--- config.mk ---
export PLATFORM = sky130hd
export DESIGN_NAME = updown_load_counter
export DESIGN_NICKNAME = d
export VERILOG_FILES = /design/src/rtl/counter_pkg.sv /design/src/rtl/updown_load_counter.sv
export SDC_FILE = /design/constraint.sdc
export NUM_CORES = 1
export LEC_CHECK = 0
export CORE_AREA = 4 4 41 43
export CTS_BUF_LIST = sky130_fd_sc_hd__clkbuf_16
export DETAILED_ROUTE_END_ITERATION = 16
export DIE_AREA = 0 0 45 47
export GPL_TIMING_DRIVEN = 0
export PLACE_DENSITY_LB_ADDON = 0.08
export SYNTH_ARGS = -nofsm -noshare
export SYNTH_HDL_FRONTEND = slang
export SYNTH_SLANG_ARGS = --single-unit
--- constraint.sdc ---
create_clock -name clk -period 1.6 [get_ports clk]
set_input_delay 0.32 -clock clk [delete_from_list [all_inputs] [get_ports clk]]
set_output_delay 0.32 -clock clk [all_outputs]
set_load 0.1 [all_outputs]
--- src/rtl/counter_pkg.sv ---
// Shared definitions for the up/down/load counter and its bench.
package counter_pkg;

  localparam int unsigned CNT_WIDTH_DEFAULT = 4;

  // Operation applied at a clock edge, in priority order.
  typedef enum logic [1:0] {
    OP_LOAD = 2'd0,
    OP_DOWN = 2'd1,
    OP_UP   = 2'd2
  } cnt_op_e;

  // All-ones value of the given width (1..32), zero-extended to 32 bits.
  function automatic logic [31:0] all_ones(input int unsigned width);
    logic [63:0] wide;
    wide = (64'd1 << width) - 64'd1;
    return wide[31:0];
  endfunction

endpackage

--- src/rtl/updown_load_counter.sv ---
// Binary up/down counter with synchronous parallel load and all-ones flag.
module updown_load_counter
  import counter_pkg::*;
#(
  parameter int unsigned WIDTH = CNT_WIDTH_DEFAULT
) (
  input  logic             clk,
  input  logic             rstn,
  input  logic             load_en,
  input  logic [WIDTH-1:0] load,
  input  logic             down,
  output logic [WIDTH-1:0] count,
  output logic             rollover
);

  cnt_op_e          op;
  logic [WIDTH-1:0] count_nxt;

  // Select the operation (load beats direction) and form the next count.
  always_comb begin
    op        = OP_UP;
    count_nxt = count + 1'b1;
    if (load_en) begin
      op        = OP_LOAD;
      count_nxt = load;
    end else if (down) begin
      op        = OP_DOWN;
      count_nxt = count - 1'b1;
    end
  end

  // Count register; reset clears it without waiting for a clock edge.
  always_ff @(posedge clk or negedge rstn) begin
    if (!rstn) begin
      count <= '0;
    end else begin
      count <= count_nxt;
    end
  end

  assign rollover = &count;

endmodule

[Yosys cells after proc, flatten, opt, wreduce, memory -nomap -nowiden]
Index checks and enable logic that the tools add are counted.
Cells by class
  add/sub/neg operators: 2
  mux-type cells: 2
  reductions and logical operators: 1
Operators by type and width (count)
  $mux 4: 2
  $add 4x1->4 const B: 1
  $reduce_and 4->1: 1
  $sub 4x1->4 const B: 1
Storage, ports and cells
  bits in registers: 4
  input port bits: 8
  output and inout port bits: 5
  logic and storage cells: 6

[Logic depth before layout (Yosys ltp)]
Gate-level depths: netlist (run 1).
  depth after elaboration: 3
  depth in mapped cells: 4
  gate-level depth less buffers: 4

[Worst setup path after synthesis (run 1)]
No wires, ideal clock.
  path kind: reg-to-output
  from: register count[0]
  to: output rollover
  arrival time: 3.241 ns
  required time: 1.280 ns
  slack: -1.961 ns
  stages on the path, launching flop included: 3
  buffers on the path: 0
  cell sequence: dfrtp_1 > inv_1 > nor3_1
On the way
  cells in the longest elaborated chain, start to end: 1
RTL lines
  from (decl): RTL line updown_load_counter.sv:12  | output logic [WIDTH-1:0] count,
  from (signal assigned): RTL line updown_load_counter.sv:37  | count <= count_nxt;
  $reduce_and 4->1: RTL line updown_load_counter.sv:41  | assign rollover = &count;
  to (decl): RTL line updown_load_counter.sv:13  | output logic rollover
Every way passes these cells.

[Final worst setup path (run 1)]
  from: register count[1]
  to: output count[1]
No word-level cell between the ends.

==> results.txt, run 1 <==
antenna violation net count after detailed routing - 0
worst endpoint required time - 1280 ps
Avg Cell Area, Syn - 10.1 µm²
Clock Tree Buf Depth - 2
Final Cell Area - 503 µm²
first-pass GRT wire length - 1.17 mm
first-pass iteration count of the detailed router - 2
Initial Util - 0.194
Final period util - 0.955
placed insts - 52
Clk pin slew, worst setup/hold paths - 30 ps
Final Hold Fails - 0
leakage power - 0.000222 µW
Critical path buffers and inverters - 1
Vias/cell - 4.18
Max Fclk - 0.654 GHz
final std cells w/o fill - 55
MaxCap Viol Count - 0
VDD IR max - 742 µV
final setup TNS - 0 ps
transition time of the tightest slew-check pin - 545 ps
Antenna diodes - 0
Reg area - 115 µm²
Boundary Pins - 13
FP Rows - 13
Slew headroom - 0.638
Layout area overhead - 99.0%
Remaining Overflow, GRT - 0
worst hold path type - in -> async
Top reg by flops - count
TritonCTS buffer count - 3
final HPWL from detailed placement - 517 µm
#FFs+latches synth - 4
setup bufs post-CTS - 0
crit path cell chain - clkdlybuf4s15_2
DRC Markers - 0
max reg flops - 4
critical path capture point type - output port
sequential area share after synthesis - 0.396
1st-iter DRT viols - 1
largest fanout on the critical path - 3
yosys warns - 0
Final nets - 53
critical path arrival - 1210 ps
gr usage total - 0.0801
Synth Cell Area - 253 µm²
crit path kind - reg -> out
syn nets - 36
wire per inst - 11.3 µm
Multi-input gate area - 155 µm²
DP Area - 423 µm²
Filler Cell Count - 134
RSZ-0062 raised after global routing - false
Pwr Total - 849 µW
cts hold-fix bufs - 0
Root Buffer - clkbuf_16
outcome - complete, no violations
DR vias - 230
port bufs - 12
TritonCTS clock tree - yes
CP max stage delay - 560 ps
die width - 45 µm
layout cells sized above 1 - 0.425
Slew Limit Fails - 0
final worst path period need - 1530 ps
Final GP Congestion - 0.668
Top Registers - count (4)
CP Launch Type - flop
Die Area - 2120 µm²
cell count after synthesis - 25
# setup viols final - 0
clock sink total - 4
Chip Height - 47 µm
CP max-delay cell - clkdlybuf4s15_2
initial antenna violation count - 0
Top Family by Delay on Critical Path - buffers and inverters
routed wire length - 623 µm
# H-tree levels - 1
CORE AREA - 1300 µm²
largest net degree at the start of global routing - 9
clock latency on the worst-skew pair - 220 ps
vias in the first global route - 263
PwrDens - 1690 nW/µm²
Post-Route Skew - 2.18 ps
Final Core Density - 0.387
post-synth cell types - 14
-- metrics by stage --
step | hold WS (ps) | setup WS [ps]
after detailed placement | 557 | -484
after CTS | 322 | 41.0
after floorplan | 24.4 | -233
final | 310 | 72.0
after global routing | 329 | 43.8
after global placement | 550 | -482
-- Yosys cell counts (all sizes together) --
master,number,area [µm²]
dfrtp,4,100
nand2,4,15.0
inv,3,11.3
ha,2,25.0
nand3,2,15.0
o21ai,2,10.0
xor2,2,17.5
a211o,1,8.76
a21oi,1,5.00
fa,1,20.0
mux2,1,11.3
nand4b,1,8.76
nor3,1,5.00
-- worst register-to-register path: stages (launching register included) --
cell     delay (ps)
dfrtp_4         470
ha_1            330
a21oi_1         100
a211o_1         310
nand3_2          70
-- logic make-up (layout without fill, tap and decap cells) --
logic type / Yosys count / after routing / synth area share
and+or+nand+nor: 8 / 8 / 0.173
AOI/OAI and AO/OA: 4 / 4 / 0.0940
DFF: 4 / 4 / 0.396
adders and majority gates: 3 / 3 / 0.178
buffers and inverters: 3 / 18 / 0.0446
xor gates and xnor gates: 2 / 2 / 0.0693
muxes: 1 / 1 / 0.0446
-- power by group --
group,total (µW),leakage (µW),switching [µW],internal (µW)
Sequential,154,0.0000436,21.0,133
Combinational,305,0.000141,222,83.3
Clock,389,0.0000370,70.0,319
-- layer usage --
layer / global-route usage / vias to the layer above / share of wire
met3: 0.0268 / 0 / 0.10
met4: 0.0702 / 0 / 0
met1: 0.0989 / 104 / 0.44
met5: 0 / - / 0
met2: 0.110 / 9 / 0.46
li1: - / 117 / -
-- cell usage in the layout, fill, tap and decap left out, drive strengths merged --
cell           Yosys  layout
xor2               2       2
mux2               1       1
nor3               1       1
dfrtp              4       4
nand3              2       2
clkbuf             0       3
clkdlybuf4s50      0       6
inv                3       3
clkdlybuf4s15      0       4
nand2              4       4
a211o              1       1
dlymetal6s2s       0       1
a21oi              1       1
o21ai              2       2
nand4b             1       1
ha                 2       2
fa                 1       1
buf                0       1
-- repair_timing --
item | in CTS | in global routing
gates cloned | 0 | 0
resized for setup | 18 | 1
setup endpoints to repair | 5 | 2
-- area by class of cell --
cell class	instances	area share
timing repair buffer	12	0.249
sequential	4	0.229
clock buffer	3	0.149
multi-input combinational	18	0.308
inverter	3	0.0274
tap	15	0.0373
-- final timing paths --
path | cells past startpoint | startpoint | endpoint | slack (ps)
setup / recovery | 1 | count[1] | count[1] | 70
hold / removal | 1 | rstn | count[1] | 310
setup reg to reg | 4 | count[2] | count[3] | 260
hold reg to reg | 3 | count[3] | count[3] | 700
max in group asynchronous | 1 | rstn | count[3] | 1090
min in group clk | 4 | down | count[3] | 590
Power figures use the tool's default switching activity.
==> inputs of run 2 (changes only) <==
--- a/config.mk
+++ b/config.mk
@@ -7,6 +7,7 @@
 export LEC_CHECK = 0
 export CORE_AREA = 4 4 41 43
 export CTS_BUF_LIST = sky130_fd_sc_hd__clkbuf_16
+export CTS_CLUSTER_SIZE = 24
 export DETAILED_ROUTE_END_ITERATION = 16
 export DIE_AREA = 0 0 45 47
 export GPL_TIMING_DRIVEN = 0
==> results of run 2 <==
The final DEF is identical to that of run 1; final timing and power are the same.
